### config.mk
export PLATFORM = sky130hd
export DESIGN_NAME = irq_controller
export DESIGN_NICKNAME = d
export VERILOG_FILES = /design/src/rtl/irq_controller.sv
export SDC_FILE = /design/constraint.sdc
export NUM_CORES = 1
export LEC_CHECK = 0
export CORE_ASPECT_RATIO = 0.7
export CORE_MARGIN = 2
export CORE_UTILIZATION = 42
export DETAILED_ROUTE_END_ITERATION = 10
export PLACE_DENSITY = 0.75
export REMOVE_ABC_BUFFERS = 1
export SLEW_MARGIN = 20
export SYNTH_ARGS = -nofsm -noshare
export SYNTH_HDL_FRONTEND = slang
export SYNTH_SLANG_ARGS = --single-unit
### constraint.sdc
create_clock -name clk -period 1.27 [get_ports clk]
set_input_delay 0.254 -clock clk [delete_from_list [all_inputs] [get_ports clk]]
set_output_delay 0.254 -clock clk [all_outputs]
set_load 0.05 [all_outputs]
### src/rtl/irq_controller.sv
// Interrupt controller: per-source synchronisers, edge/level capture into PENDING,
// masked lowest-index arbitration and an IDLE/ASSERT/HOLDOFF request handshake.
module irq_controller #(
  parameter int unsigned N_SRC       = 8,
  parameter int unsigned SYNC_STAGES = 2
) (
  input  logic             clk,
  input  logic             nreset,
  input  logic [N_SRC-1:0] src,
  input  logic             cfg_we,
  input  logic [1:0]       cfg_addr,
  input  logic [31:0]      cfg_d,
  output logic [31:0]      cfg_q,
  output logic             irq,
  output logic [4:0]       irq_id,
  input  logic             ack
);

  localparam int unsigned DATA_W = 32;
  localparam int unsigned ID_W   = 5;

  localparam logic [1:0] ADDR_MASK    = 2'd0;
  localparam logic [1:0] ADDR_PENDING = 2'd1;
  localparam logic [1:0] ADDR_MODE    = 2'd2;
  localparam logic [1:0] ADDR_STATUS  = 2'd3;

  typedef enum logic [1:0] {
    IDLE    = 2'd0,
    ASSERT  = 2'd1,
    HOLDOFF = 2'd2
  } state_t;

  logic [SYNC_STAGES-1:0][N_SRC-1:0] sync_q;
  logic [N_SRC-1:0] synced;
  logic [N_SRC-1:0] synced_prev;
  logic [N_SRC-1:0] evt;

  logic [N_SRC-1:0] mask;
  logic [N_SRC-1:0] pending;
  logic [N_SRC-1:0] mode;

  logic [N_SRC-1:0] req_vec;
  logic             req_any;
  logic [ID_W-1:0]  low_idx;
  logic [N_SRC-1:0] ack_clr;
  logic [N_SRC-1:0] wr_clr;
  logic [N_SRC-1:0] pending_n;

  logic             mask_we;
  logic             pend_we;
  logic             mode_we;
  logic [DATA_W-1:0] rd_data_c;

  state_t           state;
  state_t           state_n;
  logic [ID_W-1:0]  irq_id_n;

  // Upper write-data bits beyond N_SRC carry no state
  logic cfg_d_unused;
  assign cfg_d_unused = ^cfg_d;

  // Synchroniser chain; only the last stage is used downstream
  always_ff @(posedge clk or negedge nreset) begin
    if (!nreset) begin
      sync_q <= '0;
    end else begin
      sync_q <= {sync_q[SYNC_STAGES-2:0], src};
    end
  end

  assign synced = sync_q[SYNC_STAGES-1];

  // Capture event is registered, so PENDING lands one cycle after the synced transition
  always_ff @(posedge clk or negedge nreset) begin
    if (!nreset) begin
      synced_prev <= '0;
      evt         <= '0;
    end else begin
      synced_prev <= synced;
      evt         <= (mode & synced) | (~mode & synced & ~synced_prev);
    end
  end

  assign mask_we = cfg_we && (cfg_addr == ADDR_MASK);
  assign pend_we = cfg_we && (cfg_addr == ADDR_PENDING);
  assign mode_we = cfg_we && (cfg_addr == ADDR_MODE);

  // Clear sources: acknowledge of the current request and write-1-to-clear
  always_comb begin
    ack_clr = '0;
    if ((state == ASSERT) && ack) begin
      for (int i = 0; i < int'(N_SRC); i++) begin
        ack_clr[i] = (irq_id == ID_W'(i));
      end
    end
  end

  assign wr_clr    = pend_we ? cfg_d[N_SRC-1:0] : '0;
  assign pending_n = (pending & ~(ack_clr | wr_clr)) | evt;

  // Configuration and pending registers; a new event always wins over a clear
  always_ff @(posedge clk or negedge nreset) begin
    if (!nreset) begin
      mask    <= '0;
      pending <= '0;
      mode    <= '0;
    end else begin
      pending <= pending_n;
      if (mask_we) begin
        mask <= cfg_d[N_SRC-1:0];
      end
      if (mode_we) begin
        mode <= cfg_d[N_SRC-1:0];
      end
    end
  end

  assign req_vec = pending & mask;
  assign req_any = |req_vec;

  // Lowest set index wins
  always_comb begin
    low_idx = '0;
    for (int i = int'(N_SRC) - 1; i >= 0; i--) begin
      if (req_vec[i]) begin
        low_idx = ID_W'(i);
      end
    end
  end

  // Request handshake: next state and next latched id
  always_comb begin
    state_n  = state;
    irq_id_n = irq_id;
    case (state)
      IDLE: begin
        if (req_any) begin
          state_n  = ASSERT;
          irq_id_n = low_idx;
        end
      end
      ASSERT: begin
        if (ack) begin
          state_n = HOLDOFF;
        end
      end
      HOLDOFF: begin
        state_n = IDLE;
      end
      default: begin
        state_n = IDLE;
      end
    endcase
  end

  always_ff @(posedge clk or negedge nreset) begin
    if (!nreset) begin
      state  <= IDLE;
      irq    <= 1'b0;
      irq_id <= '0;
    end else begin
      state  <= state_n;
      irq    <= (state_n == ASSERT);
      irq_id <= irq_id_n;
    end
  end

  // Read mux; result registered onto cfg_q
  always_comb begin
    rd_data_c = '0;
    case (cfg_addr)
      ADDR_MASK:    rd_data_c = DATA_W'(mask);
      ADDR_PENDING: rd_data_c = DATA_W'(pending);
      ADDR_MODE:    rd_data_c = DATA_W'(mode);
      ADDR_STATUS:  rd_data_c = {23'd0, irq, 3'd0, irq_id};
      default:      rd_data_c = '0;
    endcase
  end

  always_ff @(posedge clk or negedge nreset) begin
    if (!nreset) begin
      cfg_q <= '0;
    end else begin
      cfg_q <= rd_data_c;
    end
  end

endmodule

==> results of run 1 <==
-- synthesized netlist by cell type, types with 2 or more instances --
| cell | count |
|---|---|
| a21boi_0 | 8 |
| mux2_2 | 16 |
| o21ai_0 | 7 |
| nand3_1 | 3 |
| nor2_1 | 3 |
| nor3b_1 | 2 |
| mux2i_1 | 5 |
| inv_1 | 9 |
| nand2_1 | 27 |
| a21oi_1 | 5 |
| a31o_2 | 8 |
| dfrtp_1 | 71 |
| buf_4 | 26 |
| nor2b_1 | 2 |
| mux4_2 | 3 |
-- sequential cells by signal (all words and copies together), names as in the netlist --
register     cells
evt              8
irq              1
cfg_q            9
pending          8
irq_id           3
synced_prev      8
state            2
synced           8
sync_q           8
mode             8
mask             8
-- metal layers --
layer	track usage (%)	vias up	routed length [um]
met5	0	-	0
met2	24.3	57	2660
li1	-	832	-
met4	4.89	0	59
met1	22.7	883	2540
met3	5.75	6	332
-- worst paths after layout --
| check | slack (ns) | start | end |
|---|---|---|---|
| max | -0.04 | state[1] | pending[1] |
| min | 0.34 | src[6] | sync_q[6] |
| max reg2reg | -0.04 | state[1] | pending[1] |
| min reg2reg | 0.35 | sync_q[2] | synced[2] |
| max in group asynchronous | 0.49 | nreset | synced_prev[0] |
| min in group asynchronous | 0.46 | nreset | irq |
-- final cells by class --
type | count | area [um2] | share of cell area (%)
Clock buffer | 10 | 138 | 3.59
Clock inverter | 6 | 91.3 | 2.38
Inverter | 9 | 33.8 | 0.881
Multi-Input combinational cell | 132 | 958 | 25.0
Sequential cell | 71 | 1780 | 46.4
Tap cell | 91 | 114 | 2.97
Timing Repair Buffer | 62 | 719 | 18.8
-- where the power goes --
group	internal, mW	leakage [nW]	switching [mW]
combinational	1.15	0.770	1.24
sequential	2.62	0.822	0.301
clock	1.17	0.117	0.842
total	4.94	1.71	2.38
-- worst max-delay path, stage by stage (launching register included) --
cell	delay, ns
dfrtp_2	0.46
nor3_2	0.36
nand2_1	0.13
a31o_2	0.25
-- logic make-up after synthesis --
kind of cell / count (synthesis)
simple gates: 48
mux: 24
flops: 71
other cells: 1
buf+inv: 36
compound gates: 35
-- repair_timing --
item                                    CTS  global route
buffers inserted                          2             1
endpoints found under the setup margin   24            14
pin swaps                                 0             7
resized for setup                         9            14
hold endpoints to repair                 71             0
hold buffers                              1             0
==> results.cfg, run 1 <==
[detailed_routing]
num_vias = 1778
route.detailed.drc = 0
wl_per_cell_um = 14.7
dr.pass1.iters = 4
vias_per_cell = 4.67
finalWirelength_um = 5590
drtIter0Drc = 61
drtAntennaViolNets = 0

[logic_synthesis]
synth-seq-area-share_pct = 63.0
ys.flop_type = dfrtp_1
yosysUniqueCellTypes = 35
avgSynthCellArea_um2 = 13.1
synth_compound_area_share_pct = 8.91
synth_simple_gate_area_share_pct = 9.14
synthAdderAreaFrac_pct = 0
synth_top_area_share_pct = 63.0
yosysTopAreaCell = dfrtp_1
syn_area_um2 = 2820
muxShareOfSynthArea_pct = 10.6
ys.warnings.count = 0
synthXorXnorAreaFrac_pct = 0
netlist_instances = 215
synth.area.top_cells = dfrtp_1 (63%), buf_4 (6.9%), mux2_2 (6.4%), nand2_1 (3.6%), a31o_2 (2.5%)
synth-edff-count = 0
async_flop_share_pct = 100
synth_top_family_by_area = multiplexers
ys_ff_latch = 71

[power]
ir_drop_uv = 673
p_leak_nw = 1.71
finalPower_mw = 7.33
power_density_nw_per_um2 = 1910

[clock_network]
numCtsBuffers = 9
clk_path_buf_depth = 2
clk_latency_ns = 0.34
clk_pin_slew_ns = 0.08
tritoncts = built
cts_sinks = 71
htree_levels = 3
cts-root-buf = clkbuf_8

[global_routing]
grt_max_degree = 72
track_usage_pct = 16.3
grt_pass1_wl_um = 8720
grt_pass1_vias = 1724
antenna_found_initial = 0
grt_overflow = 0

[place]
hpwlAfterDp_um = 3860
port_buffers = 34
place.gp.congestion = 0.857
place_area_um2 = 3520
post-place-cells = 362
dpl_worst_slack_ns = -0.462

[floorplanning]
rows = 24
die_x_um = 102
die_area_um2 = 7400
design.core.area_um2 = 6370
initial_core_util_pct = 44.3
pin_count = 84
fp.dieH_um = 72.6

[sta]
hold_violations = 0
timing.final.crit_share_pct = 103
rsz0062_at_grt = yes
finalSetupViolCount = 5
final.setup.worst_slack_ns = -0.0390
fin_tns_setup_ns = -0.136
period_minus_slack_ns = 1.31
finalMaxSlewViolations = 0
clock.fmax_ghz = 0.764
worst_hold_slack_ns = 0.340
clock_skew_ns = 0.0110

[critical_path]
cp.required_ns = 1.50
setup.worst_path.start_class = flop
cp_max_fo = 4
rr_worst_depth = 3
endpoint_kind = flop
path_class = reg -> reg
crit_arrival_ns = 1.54

[cells_and_area]
final_common_cell = dfrtp_1
area_delta_synth_final_pct = 36.0
stdcell_count = 381
final_area_um2 = 3840
nets = 331
utilization_pct = 60.3
diodes = 0
final_cell_mix = dfrtp_1 (67), nand2_1 (26), conb_1 (25)
n_fill_cell = 510
drive_above_1_share_pct = 35.9

[run_status]
status = finished, violations left
violations = negative setup slack

[job]
max_cap_violations = 0

[worst_hold_path]
hp-class = in -> reg
worstHoldPathCells = 1
No activity file was read; power rests on OpenSTA's default activity.
==> run 2, diff against run 1 <==
Settings changed: ABC_AREA from default to 1, CELL_PAD_IN_SITES_DETAIL_PLACEMENT from default to 1, CELL_PAD_IN_SITES_GLOBAL_PLACEMENT from default to 1, CORE_UTILIZATION 42 to 32, PLACE_DENSITY 0.75 to default, PLACE_DENSITY_LB_ADDON from default to 0.1.
==> results.cfg, run 2 <==
[run_status]
status = finished, violations left
violations = negative setup slack

[cells_and_area]
utilization_pct = 46.8
final_area_um2 = 3980
n_fill_cell = 958
nets = 390
top_register = cfg_q
drive_above_1_share_pct = 25.8
diodes = 0
stdcell_count = 469
area_delta_synth_final_pct = 40.7
final_common_cell = dfrtp_1
largest_register_ffs = 9
final_cell_mix = dfrtp_1 (71), nand2_1 (62), buf_4 (26)

[logic_synthesis]
synth.area.top_cells = dfrtp_1 (63%), nand2_1 (8.9%), buf_4 (6.6%), o21ai_0 (3.4%), inv_1 (3.3%)
ys_top_cells_by_count = dfrtp_1 (71), nand2_1 (67), buf_4 (25), inv_1 (25), o21ai_0 (19)
ys.flop_type = dfrtp_1
ys.warnings.count = 0
synth-seq-area-share_pct = 62.7
synth-edff-count = 0
async_flop_share_pct = 100
ys_ff_latch = 71
netlist_instances = 267
yosys.cell_count.top_type = dfrtp_1
syn_area_um2 = 2830
synth_top_area_share_pct = 62.7
avgSynthCellArea_um2 = 10.6
yosysTopAreaCell = dfrtp_1
yosysUniqueCellTypes = 19

[detailed_routing]
num_vias = 1991
drtIter0Drc = 59
vias_per_cell = 4.25
drtAntennaViolNets = 0
finalWirelength_um = 6470
wl_per_cell_um = 13.8
route.detailed.drc = 0
dr.pass1.iters = 4

[global_routing]
track_usage_pct = 14.9
grt_max_degree = 72
antenna_found_initial = 0
grt_overflow = 0
grt_pass1_vias = 1980
grt_pass1_wl_um = 10200

[power]
p_leak_nw = 1.92
power_density_nw_per_um2 = 1930
ir_drop_uv = 854
finalPower_mw = 7.71

[sta]
worst_hold_slack_ns = 0.205
hold_violations = 0
finalMaxSlewViolations = 0
fin_tns_setup_ns = -0.0296
clock_skew_ns = 0.00492
final.setup.worst_slack_ns = -0.0277
period_minus_slack_ns = 1.30
finalSetupViolCount = 2
clock.fmax_ghz = 0.771
rsz0062_at_grt = yes
timing.final.crit_share_pct = 102

[floorplanning]
die_x_um = 116
die_area_um2 = 9630
fp.dieH_um = 82.7
rows = 28
initial_core_util_pct = 33.3
design.core.area_um2 = 8510
pin_count = 84

[critical_path]
cp_max_fo = 5
rr_worst_depth = 4
cp.required_ns = 1.48
r2r_slack_ns = -0.03
endpoint_kind = flop
r2r-start = irq_id[0]
crit_path_end = pending[2]
setup.worst_path.start_class = flop
path_class = reg -> reg
setup.worst_path.start = irq_id[0]
r2r-end = pending[2]
crit_arrival_ns = 1.51

[place]
place.gp.congestion = 0.819
dpl_worst_slack_ns = -0.408
place_area_um2 = 3560
port_buffers = 34
post-place-cells = 444
hpwlAfterDp_um = 4320

[clock_network]
cts_sinks = 71
tritoncts = built
cts-root-buf = clkbuf_16
clk_pin_slew_ns = 0.06
numCtsBuffers = 9
htree_levels = 3
clk_path_buf_depth = 2
clk_latency_ns = 0.34

[worst_hold_path]
hp-class = in -> reg

[job]
max_cap_violations = 0
==> run 2: cell types whose count changed after synthesis, sizes merged, moves of 4 or more <==
cell	before	now
nand2	27	69
o21ai	7	27
inv	9	26
mux2	16	0
a31o	9	0
nor4	0	8
o21bai	0	8
nand3	3	9
mux2i	5	0
a21oi	5	1
nor2	4	8
nor3b	4	0
==> run 2: layout make-up <==
| type | instances | area [um2] | share of cell area, % |
|---|---|---|---|
| Inverter | 26 | 97.6 | 2.45 |
| Clock buffer | 11 | 243 | 6.09 |
| Sequential cell | 71 | 1780 | 44.6 |
| Tap cell | 120 | 150 | 3.77 |
| Multi-Input combinational cell | 167 | 897 | 22.5 |
| Timing Repair Buffer | 69 | 786 | 19.7 |
| Clock inverter | 5 | 33.8 | 0.848 |
==> run 2: worst min-delay path by stage <==
stage / startpoint / end / slack, ns / depth (start not counted)
floorplan: nreset / cfg_q[0] / -0.04 / 0
global placement: nreset / cfg_q[7] / 0.31 / 2
detailed placement: nreset / cfg_q[7] / 0.31 / 2
CTS: src[5] / sync_q[5] / 0.34 / 1
global route: ack / state[0] / 0.21 / 2
finish: ack / state[0] / 0.20 / 2
==> run 2: layer usage <==
metal | vias up | GRT usage, % | share of wire [%]
li1 | 967 | - | -
met1 | 976 | 20.1 | 48
met2 | 40 | 21.9 | 46
met3 | 8 | 5.04 | 5.1
met4 | 0 | 6.55 | 1.7
met5 | - | 0 | 0
==> run 2: cell families (layout without fill, tap and decap cells) <==
group | count (synthesis) | after routing | share of synthesized area (%)
compound gates | 47 | 47 | 11.2
flops | 71 | 71 | 62.7
simple gates | 95 | 95 | 15.1
buf+inv | 53 | 111 | 10.9
other cells | 1 | 25 | 0.132
==> run 2: where the power goes <==
group / internal (mW) / total [mW] / switching (mW)
Sequential: 2.61 / 2.85 / 0.239
Combinational: 1.12 / 2.55 / 1.43
Clock: 1.37 / 2.31 / 0.942
Total: 5.10 / 7.71 / 2.61
==> run 2: timing repair <==
action                     in CTS  in global routing
gates cloned                    0                  1
hold buffers                    1                  0
resized for setup               5                 15
setup endpoints to repair       5                 24
buffers inserted                3                  4
pin swaps                       0                  3
hold endpoints to repair       71                  0
==> run 2: worst max-delay path, stage by stage (launching register included) <==
cell      delay (ns)
dfrtp_1         0.39
buf_6           0.13
buf_4           0.14
nor4_1          0.40
o21bai_1        0.11
